**config.mk**
```make
export PLATFORM = sky130hd
export DESIGN_NAME = limb_add_seq
export DESIGN_NICKNAME = d
export VERILOG_FILES = /design/src/rtl/limb_add_seq.sv
export SDC_FILE = /design/constraint.sdc
export NUM_CORES = 1
export LEC_CHECK = 0
export ABC_AREA = 1
export CAP_MARGIN = 30
export CORE_MARGIN = 3
export CORE_UTILIZATION = 43
export DETAILED_ROUTE_END_ITERATION = 10
export GPL_ROUTABILITY_DRIVEN = 0
export PLACE_DENSITY_LB_ADDON = 0.25
export SLEW_MARGIN = 0
export SYNTH_ARGS = -nofsm -noshare
export SYNTH_HDL_FRONTEND = slang
export SYNTH_SLANG_ARGS = --single-unit
```
**constraint.sdc**
```tcl
create_clock -name clk -period 1.5 [get_ports clk]
set_input_delay 0.15 -clock clk [delete_from_list [all_inputs] [get_ports clk]]
set_output_delay 0.15 -clock clk [all_outputs]
set_load 0.005 [all_outputs]
```
**src/rtl/limb_add_seq.sv**
```systemverilog
// Multi-precision add sequencer: walks NLIMBS limb pairs through an external
// combinational adder one per cycle, chaining the carry and assembling the sum.
module limb_add_seq #(
    parameter int WIDTH  = 8,
    parameter int SWIDTH = 9,
    parameter int NLIMBS = 4
) (
    input  logic                      clk,
    input  logic                      rst_n,
    input  logic                      start,
    input  logic [WIDTH*NLIMBS-1:0]   op_a,
    input  logic [WIDTH*NLIMBS-1:0]   op_b,
    input  logic                      cin_in,
    output logic                      busy,
    output logic [WIDTH-1:0]          x,
    output logic [WIDTH-1:0]          y,
    output logic                      cin,
    input  logic [SWIDTH-1:0]         sm,
    output logic [WIDTH*NLIMBS-1:0]   result,
    output logic                      cout,
    output logic                      zero,
    output logic                      done
);

    // state | meaning
    // IDLE  | waiting for start, result/cout/zero hold last values
    // RUN   | one limb pair on x/y/cin per cycle, NLIMBS cycles
    // DONE  | one-cycle done pulse, then back to IDLE
    localparam int TW   = WIDTH * NLIMBS;
    localparam int IDXW = (NLIMBS > 1) ? $clog2(NLIMBS) : 1;

    localparam logic [1:0] S_IDLE = 2'd0;
    localparam logic [1:0] S_RUN  = 2'd1;
    localparam logic [1:0] S_DONE = 2'd2;

    logic [1:0]       state_q,  state_d;
    logic [TW-1:0]    a_q,      a_d;
    logic [TW-1:0]    b_q,      b_d;
    logic [WIDTH-1:0] x_q,      x_d;
    logic [WIDTH-1:0] y_q,      y_d;
    logic             cin_q,    cin_d;
    logic [IDXW-1:0]  idx_q,    idx_d;
    logic [TW-1:0]    result_q, result_d;
    logic             cout_q,   cout_d;
    logic             zero_q,   zero_d;
    logic             zacc_q,   zacc_d;
    logic             last_limb;
    logic             limb_zero;

    assign last_limb = (idx_q == IDXW'(NLIMBS - 1));
    assign limb_zero = (sm[WIDTH-1:0] == '0);

    always_comb begin
        state_d  = state_q;
        a_d      = a_q;
        b_d      = b_q;
        x_d      = x_q;
        y_d      = y_q;
        cin_d    = cin_q;
        idx_d    = idx_q;
        result_d = result_q;
        cout_d   = cout_q;
        zero_d   = zero_q;
        zacc_d   = zacc_q;

        case (state_q)
            S_IDLE: begin
                if (start) begin
                    // Limb 0 goes straight onto x/y; the rest queue in a_q/b_q
                    x_d     = op_a[WIDTH-1:0];
                    y_d     = op_b[WIDTH-1:0];
                    a_d     = op_a >> WIDTH;
                    b_d     = op_b >> WIDTH;
                    cin_d   = cin_in;
                    idx_d   = '0;
                    zacc_d  = 1'b1;
                    state_d = S_RUN;
                end
            end
            S_RUN: begin
                for (int l = 0; l < NLIMBS; l++) begin
                    if (idx_q == IDXW'(l)) begin
                        result_d[l*WIDTH +: WIDTH] = sm[WIDTH-1:0];
                    end
                end
                zacc_d = zacc_q & limb_zero;
                if (last_limb) begin
                    cout_d  = sm[WIDTH];
                    zero_d  = zacc_q & limb_zero;
                    x_d     = '0;
                    y_d     = '0;
                    cin_d   = 1'b0;
                    idx_d   = '0;
                    state_d = S_DONE;
                end else begin
                    x_d   = a_q[WIDTH-1:0];
                    y_d   = b_q[WIDTH-1:0];
                    a_d   = a_q >> WIDTH;
                    b_d   = b_q >> WIDTH;
                    cin_d = sm[WIDTH];
                    idx_d = idx_q + IDXW'(1);
                end
            end
            S_DONE: begin
                state_d = S_IDLE;
            end
            default: begin
                state_d = S_IDLE;
            end
        endcase
    end

    always_ff @(posedge clk or negedge rst_n) begin
        if (!rst_n) begin
            state_q  <= S_IDLE;
            a_q      <= '0;
            b_q      <= '0;
            x_q      <= '0;
            y_q      <= '0;
            cin_q    <= 1'b0;
            idx_q    <= '0;
            result_q <= '0;
            cout_q   <= 1'b0;
            zero_q   <= 1'b0;
            zacc_q   <= 1'b0;
        end else begin
            state_q  <= state_d;
            a_q      <= a_d;
            b_q      <= b_d;
            x_q      <= x_d;
            y_q      <= y_d;
            cin_q    <= cin_d;
            idx_q    <= idx_d;
            result_q <= result_d;
            cout_q   <= cout_d;
            zero_q   <= zero_d;
            zacc_q   <= zacc_d;
        end
    end

    assign busy   = (state_q == S_RUN) || (state_q == S_DONE);
    assign done   = (state_q == S_DONE);
    assign x      = x_q;
    assign y      = y_q;
    assign cin    = cin_q;
    assign result = result_q;
    assign cout   = cout_q;
    assign zero   = zero_q;

endmodule

```
==> reports/results.ini <==
[timing]
setup_slack_ns = -0.0615
hold_violations = 0
rsz0062_at_grt = yes
clock_skew_ns = 0.0119
worstMarginPinSlew_ns = 0.434
max_freq_ghz = 0.640
setup_tns_ns = -1.53
fin_crit_ns = 1.56
fin_crit_sh_pct = 104
slew_headroom_pct = 71.1
report.final.slew_viol_count = 0
setup_viol = 58
holdWs_ns = 0.260

[clock_tree]
clock_sinks = 104
root_buffer = clkbuf_8
cts_buffers = 9
insertion_delay_ns = 0.37
cts.htree.levels = 3
cts_tree = yes
path_clk_slew_ns = 0.10
cts_buffer_depth = 2

[route]
wl_per_cell_um = 15.2
drt.antenna.violating_nets = 0
wirelength_mm = 11.9
drtIter0Drc = 195
vias = 3955
vias_per_cell = 5.06
dr.pass1.iters = 4
remaining_drc_errors = 0

[final_layout]
drive_above_1_share_pct = 17.3
fin_cells = 781
nets = 729
stdcell_area_um2 = 6580
syn_to_final_growth_pct = 45.9
n_fill_cell = 843
antenna_cells = 0

[global_route]
grt_max_degree = 44
antenna_found_initial = 0
grt_pass1_wl_mm = 18.7
global_route.overflow_total = 0
grt_usage_pct = 20.1
grt_pass1_vias = 3801

[critical_path]
worstSetupPathType = reg2reg
crit_chain = inv_2 -> ha_4 -> inv_4 -> o21ai_4 -> nand2_4 -> buf_12 -> nand2_2 -> o21ai_1
cp.arrival_ns = 1.81
r2r_slack_ns = -0.06
critPathSlowestCell = dfrtp_1
r2r-start = state_q[1]$_DFFE_PN0P_
worst-r2r-cell-count = 8
crit_end = b_q[7]$_DFFE_PN0P_
timing.rr.end = b_q[7]$_DFFE_PN0P_
cp-end-kind = flop
crit_path_start = state_q[1]$_DFFE_PN0P_
crit_fanout = 30
crit_required_ns = 1.75
cp_slowest_stage_delay_ns = 0.41
start_kind = flop

[die]
placementRows = 36
fp.dieW_um = 108
core_area_um2 = 10000
die_area_um2 = 11800
initial_utilization_pct = 45.1
pin_count = 130
chipHeight_um = 108

[yosys]
synth-seq-cells = 104
yosysWarnings = 0
synth.top_cell.area_share_pct = 57.7
synthTopCellsByArea = dfrtp_1, nand2_1, o21ai_0, or2_2, nand3_1
syn_inst = 501
syn_nets = 586
synth.distinct_cells = 18
synth_seq_area_share_pct = 57.7
synth_top_area_cell = dfrtp_1
syn-cell-area_um2 = 4510
syn_avg_cell_area_um2 = 9.00

[power_and_ir_drop]
powerDensity_nw_per_um2 = 2210
vdd_drop_max_uv = 960
leakagePower_nw = 2.98

[placement]
dp_hpwl_mm = 8.24
io_buffers = 129
place_area_um2 = 6080
dp.cells = 756
pre_cts_ws_ns = -0.110

[job]
drv_cap = 0

[worst_hold_path]
hold_path.class = in2async

[outcome]
violations = setup timing
status = finished with violations

==> cell usage after synthesis <==
library cell	number
inv_2	1
nor2_2	1
dfrtp_1	104
nand2_2	1
o21ai_4	1
buf_2	12
ha_1	8
o21a_1	16
or2_2	31
nand3_1	37
o21ai_0	69
or2_1	1
nand2_1	144
a21oi_1	1
nor2_1	8
clkbuf_1	18
inv_1	16
o21ai_1	32
==> sequential cells by signal, indices dropped and copies added (netlist names) <==
register	flops
result	32
cout	1
state_q	2
y	8
b_q	24
cin	1
zero	1
zacc_q	1
idx_q	2
a_q	24
x	8
==> timing repair <==
action,in CTS,in global routing
cloned,1,5
endpoints found under the setup margin,102,98
endpoints found under the hold margin,30,0
hold buffers,1,0
gates resized for setup,16,35
buffers inserted,2,1
pin swaps,2,10
==> worst min-delay path by stage <==
stage	startpoint	to	slack, ns	cells past startpoint
4_1_cts	rst_n	result[11]$_DFFE_PN0P_	0.27	2
6_report	rst_n	result[11]$_DFFE_PN0P_	0.26	2
3_5_place_dp	rst_n	result[11]$_DFFE_PN0P_	0.12	1
2_1_floorplan	rst_n	a_q[0]$_DFFE_PN0P_	-0.15	0
5_1_grt	rst_n	result[10]$_DFFE_PN0P_	0.28	2
3_3_place_gp	rst_n	result[10]$_DFFE_PN0P_	0.12	1
==> cell families after synthesis <==
group	after synthesis	share of synthesized area (%)
buffers and inverters	47	4.25
AND/OR/NAND/NOR	223	21.5
adder cells (fa/ha/maj)	8	2.22
flip-flops	104	57.7
AO/OA/AOI/OAI	119	14.3
==> through the flow <==
stage	power, mW	util, %
floorplan	8.53	-
global placement	11.5	60.8
detailed placement	11.8	60.8
CTS	13.8	63.7
global route	15.7	65.8
finish	14.6	65.8
==> cell type report <==
class                      count  area (um^2)  share of cell area [%]
clock inverter                 6         68.8                    1.05
multi-input combinational    350         1840                    27.9
clock buffer                   9          124                    1.88
inverter                      17         66.3                    1.01
timing repair buffer         162         1720                    26.1
tap                          133          166                    2.53
sequential                   104         2600                    39.6
==> layout by cell type, fill, tap and decap left out, types with 2 or more instances in the layout <==
cell type / count
buf_12: 6
buf_4: 14
buf_6: 6
buf_8: 2
clkbuf_16: 3
clkbuf_8: 9
clkdlybuf4s50_1: 126
dfrtp_1: 104
ha_1: 6
ha_4: 2
inv_1: 14
inv_2: 2
inv_6: 2
nand2_1: 130
nand2_2: 14
nand3_1: 27
nand3_2: 10
nor2_1: 8
o21a_1: 16
o21ai_0: 66
o21ai_1: 35
or2_2: 31
==> routing by layer <==
| layer | vias up | wire, um | track usage (%) |
|---|---|---|---|
| li1 | 1929 | - | - |
| met2 | 108 | 5750 | 31.5 |
| met3 | 20 | 569 | 3.76 |
| met5 | - | 0 | 0 |
| met1 | 1898 | 5340 | 28.4 |
| met4 | 0 | 234 | 6.67 |
==> critical path, delay by kind of cell, from the launching register on <==
kind,cells,cell delay (ns)
AND/OR/NAND/NOR,2,0.21
AO/OA/AOI/OAI,2,0.28
adder cells (fa/ha/maj),1,0.18
flip-flops,1,0.41
buffers and inverters,3,0.36
==> report_power, final <==
group          total [mW]  internal [mW]  switching [mW]
combinational        7.81           4.06            3.75
clock                1.74          0.775           0.967
sequential           5.00           4.21           0.788
(Power assumes the default switching activity.)
